$ cat src/rtl/branch_predictor.sv
// branch_predictor: direct-mapped BTB with 2-bit counters predicting two sequential fetch slots.
// Build option: define BP_DUAL_SLOT_EN to enable slot-2 (Fetch_PC+4) prediction.
module branch_predictor #(
    parameter int IDX_W = 4
) (
    input  logic        clk,
    input  logic        rst,
    input  logic [31:0] Fetch_PC,
    input  logic        Commit,
    input  logic [31:0] Com_PC,
    input  logic        Branch_taken,
    input  logic [31:0] Branch_PC,
    output logic        pre_Take,
    output logic        Pre_Inst1_Branch,
    output logic        Pre_Inst2_Branch,
    output logic [31:0] pre_PC
);
    localparam int N  = 1 << IDX_W;
    localparam int TW = 30 - IDX_W;

    logic [N-1:0]  valid_q, valid_d;
    logic [TW-1:0] tag_q [N];
    logic [TW-1:0] tag_d [N];
    logic [31:0]   tgt_q [N];
    logic [31:0]   tgt_d [N];
    logic [1:0]    cnt_q [N];
    logic [1:0]    cnt_d [N];

    logic [IDX_W-1:0] idx1, ci;
    logic             tk1, chit;
    logic [31:0]      seq_pc;
    logic             unused_bits;

    assign idx1   = Fetch_PC[IDX_W+1:2];
    assign ci     = Com_PC[IDX_W+1:2];
    assign seq_pc = Fetch_PC + 32'd8;
    assign tk1    = valid_q[idx1] && tag_q[idx1] == Fetch_PC[31:IDX_W+2] && cnt_q[idx1][1];
    assign chit   = valid_q[ci] && tag_q[ci] == Com_PC[31:IDX_W+2];

`ifdef BP_DUAL_SLOT_EN
    logic [31:0]      pc2;
    logic [IDX_W-1:0] idx2;
    logic             tk2;
    assign pc2  = Fetch_PC + 32'd4;
    assign idx2 = pc2[IDX_W+1:2];
    assign tk2  = valid_q[idx2] && tag_q[idx2] == pc2[31:IDX_W+2] && cnt_q[idx2][1];
    assign unused_bits = ^{Fetch_PC[1:0], Com_PC[1:0], pc2[1:0]};
    // Slot 1 has priority; slot 2 only redirects when slot 1 falls through
    always_comb begin
        Pre_Inst1_Branch = tk1;
        Pre_Inst2_Branch = tk2 && !tk1;
        pre_Take         = tk1 || tk2;
        pre_PC           = tk1 ? tgt_q[idx1] : tk2 ? tgt_q[idx2] : seq_pc;
    end
`else
    assign unused_bits = ^{Fetch_PC[1:0], Com_PC[1:0]};
    // Single-slot prediction: only slot 1 can redirect fetch
    always_comb begin
        Pre_Inst1_Branch = tk1;
        Pre_Inst2_Branch = 1'b0;
        pre_Take         = tk1;
        pre_PC           = tk1 ? tgt_q[idx1] : seq_pc;
    end
`endif

    // Commit-time training: adjust counter on hit, allocate weakly-taken on taken miss
    always_comb begin
        valid_d = valid_q;
        tag_d   = tag_q;
        tgt_d   = tgt_q;
        cnt_d   = cnt_q;
        if (Commit && chit) begin
            cnt_d[ci] = Branch_taken ? ((cnt_q[ci] == 2'd3) ? 2'd3 : cnt_q[ci] + 2'd1)
                                     : ((cnt_q[ci] == 2'd0) ? 2'd0 : cnt_q[ci] - 2'd1);
            if (Branch_taken) tgt_d[ci] = Branch_PC;
        end else if (Commit && Branch_taken) begin
            valid_d[ci] = 1'b1;
            tag_d[ci]   = Com_PC[31:IDX_W+2];
            tgt_d[ci]   = Branch_PC;
            cnt_d[ci]   = 2'd2;
        end
    end

    // BTB storage; reset wipes every entry including any update on the same edge
    always_ff @(posedge clk or negedge rst) begin
        if (!rst) begin
            valid_q <= '0;
            for (int i = 0; i < N; i++) begin
                tag_q[i] <= '0;
                tgt_q[i] <= '0;
                cnt_q[i] <= 2'd1;
            end
        end else begin
            valid_q <= valid_d;
            tag_q   <= tag_d;
            tgt_q   <= tgt_d;
            cnt_q   <= cnt_d;
        end
    end
endmodule

$ cat config.mk
export PLATFORM = sky130hd
export DESIGN_NAME = branch_predictor
export DESIGN_NICKNAME = d
export VERILOG_FILES = /design/src/rtl/branch_predictor.sv
export SDC_FILE = /design/constraint.sdc
export NUM_CORES = 2
export LEC_CHECK = 0
export ABC_AREA = 0
export CAP_MARGIN = 20
export CORE_MARGIN = 3
export CORE_UTILIZATION = 40
export CTS_BUF_LIST = sky130_fd_sc_hd__clkbuf_4 sky130_fd_sc_hd__clkbuf_8
export CTS_CLUSTER_SIZE = 12
export DETAILED_ROUTE_END_ITERATION = 7
export GPL_ROUTABILITY_DRIVEN = 0
export GPL_TIMING_DRIVEN = 1
export PLACE_DENSITY = 0.57
export SLEW_MARGIN = 20
export SYNTH_ARGS = -nofsm -noshare
export SYNTH_HDL_FRONTEND = slang
export SYNTH_SLANG_ARGS = --single-unit
$ cat constraint.sdc
create_clock -name clk -period 7 [get_ports clk]
set_input_delay 1.75 -clock clk [delete_from_list [all_inputs] [get_ports clk]]
set_output_delay 1.75 -clock clk [all_outputs]
set_load 0.03 [all_outputs]
==> flow_metrics.py <==
metrics = {
    "flow_run": {
        "maxCapViolCount": 0,
    },
    "setup_path": {
        "path_delay_family": "buffers and inverters",
        "critPathRequiredTime_ps": 5250,
        "reg2reg_from": "tag_q[209]",
        "worst-path-buf-inv": 7,
        "path_common_cell": "buf_12",
        "worstSetupStartpoint": "Fetch_PC[2]",
        "r2r_end": "tag_q[40]",
        "path_class": "in2out",
        "crit_slowest_cell": "mux4_2",
        "crit_arrival_ps": 5200,
        "path_max_fanout": 10,
        "reg2reg_depth": 11,
        "endpoint_kind": "output port",
        "crit_chain": "buf_16 > buf_12 > buf_12 > mux4_2 > nor2b_1 > a211oi_1 > a31oi_1 > xor2_1 > nor4_2 > buf_4 > nand3_1 > nor4_4 > buf_6 > buf_12 > mux2i_2 > buf_12",
        "cp.depth": 16,
        "cp-endpoint": "pre_PC[14]",
        "start_kind": "primary input",
        "slowest_delay_ps": 490,
        "rrSetupSlack_ps": 2700,
    },
    "clock_tree": {
        "cts_tree": "built",
        "numCtsBuffers": 173,
        "cts.clk_slew.worst_paths_ps": 60,
        "clock_latency_ps": 880,
        "clock_path_buffers": 3,
        "cts_max_level": 4,
        "root_buffer": "clkbuf_8",
        "cts_sinks": 976,
    },
    "power_and_ir_drop": {
        "p_int_mw": 11.9,
        "power_frac_seq_pct": 45.0,
        "p_comb_share_pct": 19.7,
        "vdd_drop_max_mv": 0.183,
        "p_clk_share_pct": 35.2,
        "switchingPower_mw": 4.60,
        "power.leakage_nw": 26.3,
        "p_sw_share_pct": 27.8,
        "powerDensity_mw_per_mm2": 283,
    },
    "route": {
        "drc_errors": 0,
        "dr.first_iter.drc_count": 3071,
        "vias_per_cell": 5.77,
        "drt-pass1-iter-count": 7,
        "wire_per_inst_um": 27.7,
        "drt.antenna.violating_nets": 0,
        "dr_total_vias": 33400,
        "wl_um": 161000,
    },
    "logic_synthesis": {
        "synth_seq_area_share_pct": 48.7,
        "synthArstFlopShare_pct": 100,
        "synth_cells": 3820,
        "synth_top_family_by_area": "multiplexers",
        "synth_edf_count": 0,
        "synth-main-ff-cell": "dfrtp_1",
        "syn_area_sq_mm": 0.0502,
        "avgSynthCellArea_sq_um": 13.1,
        "synthAdderAreaFrac_pct": 0.0648,
        "synth_compound_area_share_pct": 3.27,
        "ys_types": 70,
        "synthMuxAreaShare_pct": 34.9,
        "synthSimpleGateAreaFrac_pct": 8.53,
        "synth-seq-cells": 976,
        "syn_nets": 3921,
        "ys_warn_count": 0,
        "synthXorXnorAreaFrac_pct": 1.36,
    },
    "placement": {
        "hpwlAfterDp_um": 98800,
        "portBuffers": 131,
        "dp_slack_ps": -154,
    },
    "timing": {
        "fin_skew_ps": 41.3,
        "slew-limit-headroom_pct": 21.2,
        "tightest_slew_ps": 1180,
        "period_share_pct": 99.3,
        "hold_ws_ps": 469,
        "slew_viol_final": 0,
        "worst_slack_ps": 45.8,
        "rsz0062_at_grt": "true",
        "setup_viol": 0,
        "period_needed_ps": 6950,
        "fmax_ghz": 0.144,
        "hold_viol": 0,
    },
    "outcome": {
        "outcome": "finished clean",
    },
    "global_routing": {
        "grtUsageTotal_pct": 24.6,
        "grt_pass1_vias": 34600,
        "overflow": 0,
        "grt_max_degree": 152,
        "grt_pass1_wl_um": 239000,
        "antenna_found_initial": 10,
    },
    "die": {
        "num_rows": 129,
        "start_util_pct": 40.5,
        "die_area_sq_mm": 0.130,
        "io_pins": 135,
        "die_y_um": 360,
        "core_area_sq_mm": 0.124,
        "die_width_um": 360,
    },
    "finish": {
        "layout-drive-gt1-share_pct": 40.7,
        "layout_commonest_cell": "dfrtp_1",
        "area_delta_synth_final_pct": 16.6,
        "fin_nets": 4108,
        "final_cell_mix": "dfrtp_1, nand2_1, mux2_2, mux4_2, clkbuf_8",
    },
    "hold_path": {
        "hold_class": "reg2reg",
    },
}
-- synthesized netlist by cell type, types with 8 or more instances --
cell type,count,share of area [%]
a211o_1,10,0.17
a211oi_1,20,0.30
a21o_1,8,0.12
a21oi_1,14,0.14
a221oi_1,40,0.70
a22oi_1,19,0.28
a31oi_1,21,0.26
and2_1,8,0.10
and3_1,9,0.11
buf_1,21,0.16
buf_2,53,0.53
buf_4,9,0.13
buf_6,27,0.61
clkbuf_1,209,1.6
dfrtp_1,960,48
dfstp_2,16,0.84
inv_1,19,0.14
mux2_2,513,12
mux2_4,190,5.7
mux2i_1,154,3.1
mux4_2,327,15
nand2_1,816,6.1
nand3_1,34,0.34
nand4_1,12,0.15
nor2_1,34,0.25
nor2_4,8,0.18
nor2b_1,19,0.24
nor3_1,16,0.16
o211ai_1,13,0.19
o21a_1,10,0.15
o21ai_0,32,0.32
o22ai_1,10,0.12
or2_2,11,0.14
xnor2_1,33,0.58
xor2_1,45,0.78
-- cell families after synthesis --
| group | after synthesis |
|---|---|
| mux | 1184 |
| compound gates | 224 |
| fa+ha+maj | 3 |
| flops | 976 |
| xor+xnor | 78 |
| buf+inv | 341 |
| other cells | 1 |
| simple gates | 1013 |
-- worst min-delay path: stages (launching register included) --
cell and delay [ps]:
dfrtp_1 340, nand2_1 50, nand2_1 50
-- power groups by stage --
| stage | logic [mW] | registers (mW) | clock network (mW) |
|---|---|---|---|
| floorplan | 2.37 | 7.26 | 0 |
| global placement | 3.17 | 7.48 | 0 |
| detailed placement | 3.23 | 7.52 | 0 |
| CTS | 3.25 | 7.43 | 5.96 |
| global route | 3.53 | 7.58 | 6.21 |
| finish | 3.27 | 7.45 | 5.83 |
-- final cells by class --
| cell class | instances | area [sq um] |
|---|---|---|
| Antenna cell | 3 | 7.51 |
| Sequential cell | 976 | 24400 |
| Timing Repair Buffer | 332 | 3570 |
| Tap cell | 1637 | 2050 |
| Multi-Input combinational cell | 2503 | 24600 |
| Clock inverter | 33 | 287 |
| Inverter | 21 | 78.8 |
| Clock buffer | 286 | 3550 |
| Fill cell | 11000 | 65600 |
-- worst min-delay path by stage --
stage	startpoint	endpoint	cells after the start
after detailed placement	tgt_q[132]	tgt_q[132]	2
after floorplan	tgt_q[416]	tgt_q[416]	2
after global routing	tgt_q[144]	tgt_q[144]	2
after CTS	tgt_q[132]	tgt_q[132]	2
after global placement	tgt_q[458]	tgt_q[458]	2
final	tgt_q[424]	tgt_q[424]	2
-- state kept, by name, summed over array words and instances, names as in the netlist --
| signal | flops |
|---|---|
| cnt_q | 32 |
| tag_q | 416 |
| tgt_q | 512 |
| valid_q | 16 |
-- layer usage --
layer  vias to the layer above  GRT usage (%)  routed length [um]
met5                         -              0                  52
met4                         8           7.47                3830
met3                       254           5.63               11400
met2                      1162           38.8               75100
met1                     17800           34.2               70100
li1                      14200              -                   -
-- metrics by stage --
step / area [sq um] / total power, mW / setup TNS, ps / cells / utilization [%]
3_5_place_dp: 54300 / 10.7 / -1960 / 5455 / 43.8
5_1_grt: 58500 / 17.3 / -684 / 5789 / 47.2
3_3_place_gp: 54300 / 10.7 / -766 / 5455 / 43.8
2_1_floorplan: 50300 / 9.63 / -263 / 3820 / -
4_1_cts: 58200 / 16.6 / 0 / 5773 / 46.9
6_report: 58500 / 16.5 / 0 / 5791 / 47.2
-- what timing repair did --
item,in CTS,in global routing
hold buffers,0,0
pin swaps,3,3
gates cloned,0,2
buffers inserted,0,13
endpoints found under the setup margin,28,32
resized for setup,6,39
(Power assumes the default switching activity.)
